File: src/rtl/mul_result_stage.sv
`default_nettype none
// +----------------------------------------------------------------------------+
// | Module      : mul_result_stage                                              |
// | Description : Response stage behind the iterative signed multiplier.        |
// |               Captures request sideband at issue, applies the MULHU/MULHSU  |
// |               high-half corrections to the signed x signed product, selects |
// |               the low/high word per lane and drives an elastic valid/ready  |
// |               output toward commit.                                         |
// |               Optional macro MUL_RESULT_OUTREG_EN: when defined, results    |
// |               pass through a 2-entry registered skid FIFO (1-cycle latency, |
// |               mul_ready from registered state only). When undefined, the    |
// |               stage is a 0-latency combinational pass-through.              |
// | Revision    : 1.0 - initial release                                         |
// +----------------------------------------------------------------------------+
module mul_result_stage #(
    parameter int LANES     = 1,
    parameter int XLEN      = 32,
    parameter int TAG_WIDTH = 8
) (
    input  logic                      clk,
    input  logic                      reset,
    input  logic                      issue_fire,
    input  logic [1:0]                issue_op,
    input  logic [TAG_WIDTH-1:0]      issue_tag,
    input  logic [LANES*XLEN-1:0]     issue_dataa,
    input  logic [LANES*XLEN-1:0]     issue_datab,
    input  logic                      mul_valid,
    output logic                      mul_ready,
    input  logic [LANES*2*XLEN-1:0]   mul_result,
    output logic                      valid_out,
    input  logic                      ready_out,
    output logic [TAG_WIDTH-1:0]      out_tag,
    output logic [LANES*XLEN-1:0]     out_data
);

    localparam logic [1:0] c_OP_MUL    = 2'd0;
    localparam logic [1:0] c_OP_MULH   = 2'd1;
    localparam logic [1:0] c_OP_MULHSU = 2'd2;
    localparam logic [1:0] c_OP_MULHU  = 2'd3;

    // Sideband captured at issue, consumed when the product arrives
    logic [1:0]            r_op;
    logic [TAG_WIDTH-1:0]  r_tag;
    logic [LANES*XLEN-1:0] r_dataa;
    logic [LANES*XLEN-1:0] r_datab;
    logic                  r_pending;

    logic                  w_mul_hs;
    logic [LANES*XLEN-1:0] w_res_data;

    assign w_mul_hs = mul_valid && mul_ready;

    // Sideband register: issue wins over a same-cycle handshake so back-to-back
    // requests keep pending set; the handshake itself uses the pre-edge value.
    always_ff @(posedge clk) begin
        if (reset) begin
            r_op      <= c_OP_MUL;
            r_tag     <= '0;
            r_dataa   <= '0;
            r_datab   <= '0;
            r_pending <= 1'b0;
        end else if (issue_fire) begin
            r_op      <= issue_op;
            r_tag     <= issue_tag;
            r_dataa   <= issue_dataa;
            r_datab   <= issue_datab;
            r_pending <= 1'b1;
        end else if (w_mul_hs) begin
            r_pending <= 1'b0;
        end
    end

    // Per-lane result selection. The multiplier always treats both operands as
    // signed; unsigned interpretations are recovered on the high word by adding
    // back the other operand whenever a sign bit was really a magnitude bit.
    for (genvar g = 0; g < LANES; g++) begin : g_lane
        logic [XLEN-1:0] w_a;
        logic [XLEN-1:0] w_b;
        logic [XLEN-1:0] w_hi;
        logic [XLEN-1:0] w_lo;
        logic [XLEN-1:0] w_corr_b;
        logic [XLEN-1:0] w_corr_a;
        logic [XLEN-1:0] w_res;

        assign w_a      = r_dataa[g*XLEN +: XLEN];
        assign w_b      = r_datab[g*XLEN +: XLEN];
        assign w_lo     = mul_result[g*2*XLEN +: XLEN];
        assign w_hi     = mul_result[g*2*XLEN+XLEN +: XLEN];
        // b treated unsigned: add a when b's top bit was negative weight
        assign w_corr_b = w_b[XLEN-1] ? w_a : '0;
        // a treated unsigned: add b when a's top bit was negative weight
        assign w_corr_a = w_a[XLEN-1] ? w_b : '0;

        // Select low/high word and apply the op-specific correction mod 2^XLEN
        always_comb begin
            w_res = w_lo;
            case (r_op)
                c_OP_MUL:    w_res = w_lo;
                c_OP_MULH:   w_res = w_hi;
                c_OP_MULHSU: w_res = w_hi + w_corr_b;
                c_OP_MULHU:  w_res = w_hi + w_corr_b + w_corr_a;
                default:     w_res = w_lo;
            endcase
        end

        assign w_res_data[g*XLEN +: XLEN] = w_res;
    end

`ifdef MUL_RESULT_OUTREG_EN

    localparam int c_ENTRY_W = TAG_WIDTH + LANES*XLEN;

    logic [c_ENTRY_W-1:0] r_mem [0:1];
    logic                 r_wptr;
    logic                 r_rptr;
    logic [1:0]           r_count;
    logic                 w_full;
    logic                 w_empty;
    logic                 w_push;
    logic                 w_pop;

    assign w_full    = (r_count == 2'd2);
    assign w_empty   = (r_count == 2'd0);
    // Stray products (no pending request) complete the handshake but are dropped
    assign w_push    = w_mul_hs && r_pending;
    assign w_pop     = valid_out && ready_out;

    assign mul_ready = !w_full;
    assign valid_out = !w_empty;
    assign out_tag   = r_mem[r_rptr][c_ENTRY_W-1 -: TAG_WIDTH];
    assign out_data  = r_mem[r_rptr][LANES*XLEN-1:0];

    // Two-entry skid FIFO; entries are cleared on reset so idle outputs read zero
    always_ff @(posedge clk) begin
        if (reset) begin
            r_mem[0] <= '0;
            r_mem[1] <= '0;
            r_wptr   <= 1'b0;
            r_rptr   <= 1'b0;
            r_count  <= 2'd0;
        end else begin
            if (w_push) begin
                r_mem[r_wptr] <= {r_tag, w_res_data};
                r_wptr        <= ~r_wptr;
            end
            if (w_pop) begin
                r_rptr <= ~r_rptr;
            end
            case ({w_push, w_pop})
                2'b10:   r_count <= r_count + 2'd1;
                2'b01:   r_count <= r_count - 2'd1;
                default: r_count <= r_count;
            endcase
        end
    end

`else

    // Pass-through: the consumer's ready flows straight back to the multiplier;
    // stray products (no pending request) are always accepted and discarded.
    assign valid_out = mul_valid && r_pending;
    assign mul_ready = ready_out || !r_pending;
    assign out_tag   = r_tag;
    assign out_data  = w_res_data;

`endif

`ifndef SYNTHESIS
    // A product must only arrive for a request whose sideband is held
    a_product_without_request : assert property (
        @(posedge clk) disable iff (reset) mul_valid |-> r_pending
    );

    // A new request must not overwrite a sideband still waiting for its product
    a_issue_overwrites_pending : assert property (
        @(posedge clk) disable iff (reset) (issue_fire && r_pending) |-> w_mul_hs
    );
`endif

endmodule
`default_nettype wire

File: config.mk
export PLATFORM = sky130hd
export DESIGN_NAME = mul_result_stage
export DESIGN_NICKNAME = d
export VERILOG_FILES = /design/src/rtl/mul_result_stage.sv
export SDC_FILE = /design/constraint.sdc
export NUM_CORES = 1
export LEC_CHECK = 0
export ABC_AREA = 1
export CORE_MARGIN = 5
export CORE_UTILIZATION = 30
export DETAILED_ROUTE_END_ITERATION = 6
export SYNTH_ARGS = -nofsm -noshare
export SYNTH_HDL_FRONTEND = slang
export SYNTH_SLANG_ARGS = --single-unit
File: constraint.sdc
create_clock -name clk -period 4.7 [get_ports clk]
set_input_delay 0.47 -clock clk [delete_from_list [all_inputs] [get_ports clk]]
set_output_delay 0.47 -clock clk [all_outputs]
set_load 0.02 [all_outputs]
==> key figures, run 1 <==
Detailed routing
  – DRC viols: 0
  – Final ANT Viol Nets: 0
  – Vias: 10070
  – Starting DRC count in detailed routing: 736
  – Drt wl/cell: about 16 µm
  – Vias/cell: 4.86
  – Final WL: 33500 µm
  – Pre-antenna DRT Iters: 5

GRT
  – Total gr overflow: 0
  – Vias in the first global route: a little under 10000
  – Gr usage total: 21.8%
  – First-pass GRT wire length: ~50000 µm
  – Initial antenna violation count: 0
  – Pin count of the biggest net entering global routing: between 70 and 80

Timing
  – Setup ws final: approximately 0.11 ns
  – Final worst path period need: 4.59 ns
  – Endpoints failing hold: 0
  – Max-slew headroom: 53.6%
  – Period Utilization, post-route: 97.7%
  – Worst-Margin Slew: 0.695 ns
  – Fin. max-slew vios: 0
  – RSZ-0062 raised after global routing: yes
  – Setup TNS Final: 0 ns
  – Fin Clk Skew: 0 ns
  – Hold WS: 0.494 ns
  – Fmax: 218 MHz
  – Final setup violation count: 0

Clocking
  – Root buffer cell: clkbuf_16
  – Clock sink total: 75
  – Total CTS buffers: 9
  – CTS tree: yes
  – Longest Clk Path Bufs: 2
  – Clock-pin slew on the worst setup and hold paths: 0.06 ns
  – Worst skew pair latency: 0.33 ns
  – CTS H-tree depth: 3

Synth
  – Synthesized flop and latch total: 75
  – Total number of yosys warnings: 0
  – Synth unique cells: 44
  – Sequential share of the synthesized area: 19.5%
  – Synth Cell Area: 7710 µm²
  – Synth Area per Inst: about 5.8 µm²
  – Syn Inst Count: 1329
  – Synthesized Nets: 1538

Final layout
  – Commonest non-fill, non-tap cell in the layout: nand2_1
  – Layout cells sized above 1: between 20% and 30%
  – Post-Layout Cell Count: 2073
  – Number of antenna repair diodes: 0
  – Area grow syn2layout: 69.9%
  – Nets: slightly below 2000
  – Util after Layout: 51.9%
  – Final Instance Area: approximately 13000 µm²
  – Most frequent cells in the layout: 307 x nand2_1, 257 x buf_4, 196 x nor2_1

Worst setup path
  – Critical Path Start Type: flip-flop
  – CP Data Required Time: 4.23 ns
  – Slowest CP cell: dfxtp_4
  – Worst setup path class: flip-flop to output port
  – Critical Path Fanout Max: 7
  – CP Capture Type: output port
  – Arr. time, crit path: 4.12 ns
  – Delay of the slowest cell on the worst path: 0.41 ns

Run status
  – Status: finished clean

Place
  – Placed instance area: 11600 µm²
  – Routability cong.: 0.932
  – Placed cell count: 2043
  – Pre-CTS WS: -0.609 ns
  – Port bufs: ~180
  – DP Wirelength: 26600 µm

Floorplanning
  – Die area: 29000 µm²
  – Die height: 170 µm
  – Ports: 185
  – Rows: 58
  – Core area: 25300 µm²
  – Starting Density: 30.5%
  – Die W: about 170 µm

Pwr
  – Maximum vdd drop: 214 µV
  – Power Density: 206 nW/µm²
  – Leak: 6.37 nW
  – Total power: 2.70 mW

Min path
  – Hold Crit Class: flip-flop to flip-flop

Job
  – Max_cap viols: 0
-- registers in the layout (all words and copies together), names as in the netlist --
signal      count
out_tag         8
g_lane.w_a     32
r_pending       1
g_lane.w_b     32
r_op            2
-- synth_stat cells (all sizes together) --
library cell / count / area share (%)
a21boi: 3 / 0.29
a21o: 7 / 0.68
a21oi: 93 / 6.3
a31oi: 1 / 0.081
and2: 12 / 0.97
and3: 1 / 0.081
buf: 3 / 0.15
clkbuf: 40 / 1.9
clkinv: 2 / 0.097
dfxtp: 75 / 19
fa: 2 / 0.52
ha: 64 / 10
inv: 151 / 7.3
nand2: 353 / 18
nand3: 66 / 4.5
nand3b: 9 / 0.88
nand4: 35 / 2.8
nor2: 219 / 11
nor3: 19 / 1.4
nor4: 3 / 0.24
o2111ai: 4 / 0.45
o211ai: 4 / 0.39
o21a: 1 / 0.097
o21ai: 123 / 8.1
o21bai: 7 / 0.73
o221ai: 1 / 0.11
or2: 11 / 0.89
xnor2: 7 / 0.89
xor2: 13 / 1.6
-- layout make-up --
class	count	area, µm²
Clock buffer	10	239
Clock inverter	6	71.3
Fill cell	2494	12100
Inverter	153	574
Multi-Input combinational cell	1058	6530
Sequential cell	75	1510
Tap cell	330	413
Timing Repair Buffer	441	3770
-- metal layers --
metal | track usage (%) | vias up | share of wire, %
met4 | 5.17 | 0 | 1.9
met3 | 2.74 | 34 | 5.8
met2 | 35.1 | 277 | 46
met5 | 0 | - | 0
met1 | 31.1 | 4613 | 46
li1 | - | 5146 | -
-- path summary, 6_finish.rpt --
check	startpoint	to	slack [ns]	cells past startpoint
setup / recovery	g_lane[0].w_b[31]$_SDFFE_PP0P_	out_data[31]	0.11	28
hold / removal	g_lane[0].w_a[22]$_SDFFE_PP0P_	g_lane[0].w_a[22]$_SDFFE_PP0P_	0.49	2
hold reg to reg	g_lane[0].w_a[22]$_SDFFE_PP0P_	g_lane[0].w_a[22]$_SDFFE_PP0P_	0.49	2
setup reg to reg	g_lane[0].w_a[31]$_SDFFE_PP0P_	g_lane[0].w_a[31]$_SDFFE_PP0P_	3.58	3
-- power by group --
| part | internal [mW] | leakage [nW] | switching, mW | total [mW] |
|---|---|---|---|---|
| registers | 0.681 | 0.625 | 0.0264 | 0.707 |
| clock network | 0.430 | 0.146 | 0.276 | 0.706 |
| logic | 0.625 | 5.60 | 0.663 | 1.29 |
-- worst max-delay path, delay by kind of cell (launching register included) --
family                   cells  cell delay [ns]
AO/OA/AOI/OAI                7             0.98
adder cells (fa/ha/maj)      3             0.81
buffers and inverters        5             0.45
flip-flops                   1             0.41
AND/OR/NAND/NOR             13             1.12
-- kinds of logic (layout without fill, tap and decap cells) --
kind of cell / count (synthesis) / in the layout / share of synthesized area (%)
AND/OR/NAND/NOR: 728 / 728 / 40.4
AO/OA/AOI/OAI: 244 / 244 / 17.3
buffers and inverters: 196 / 610 / 9.54
flip-flops: 75 / 75 / 19.5
adder cells (fa/ha/maj): 66 / 66 / 10.9
XOR/XNOR: 20 / 20 / 2.47
-- timing repair --
action	CTS	global route
pin swaps	10	61
hold buffers	0	0
cloned	0	1
buffers inserted	3	10
endpoints found under the setup margin	23	26
endpoints found under the hold margin	0	0
resized for setup	113	214
No activity file was read; power rests on OpenSTA's default activity.
==> run 2, diff against run 1 <==
SLEW_MARGIN = 15   (was unset)
==> results of run 2 <==
Same layout as run 1: the final DEF is identical, and so are final timing and power.
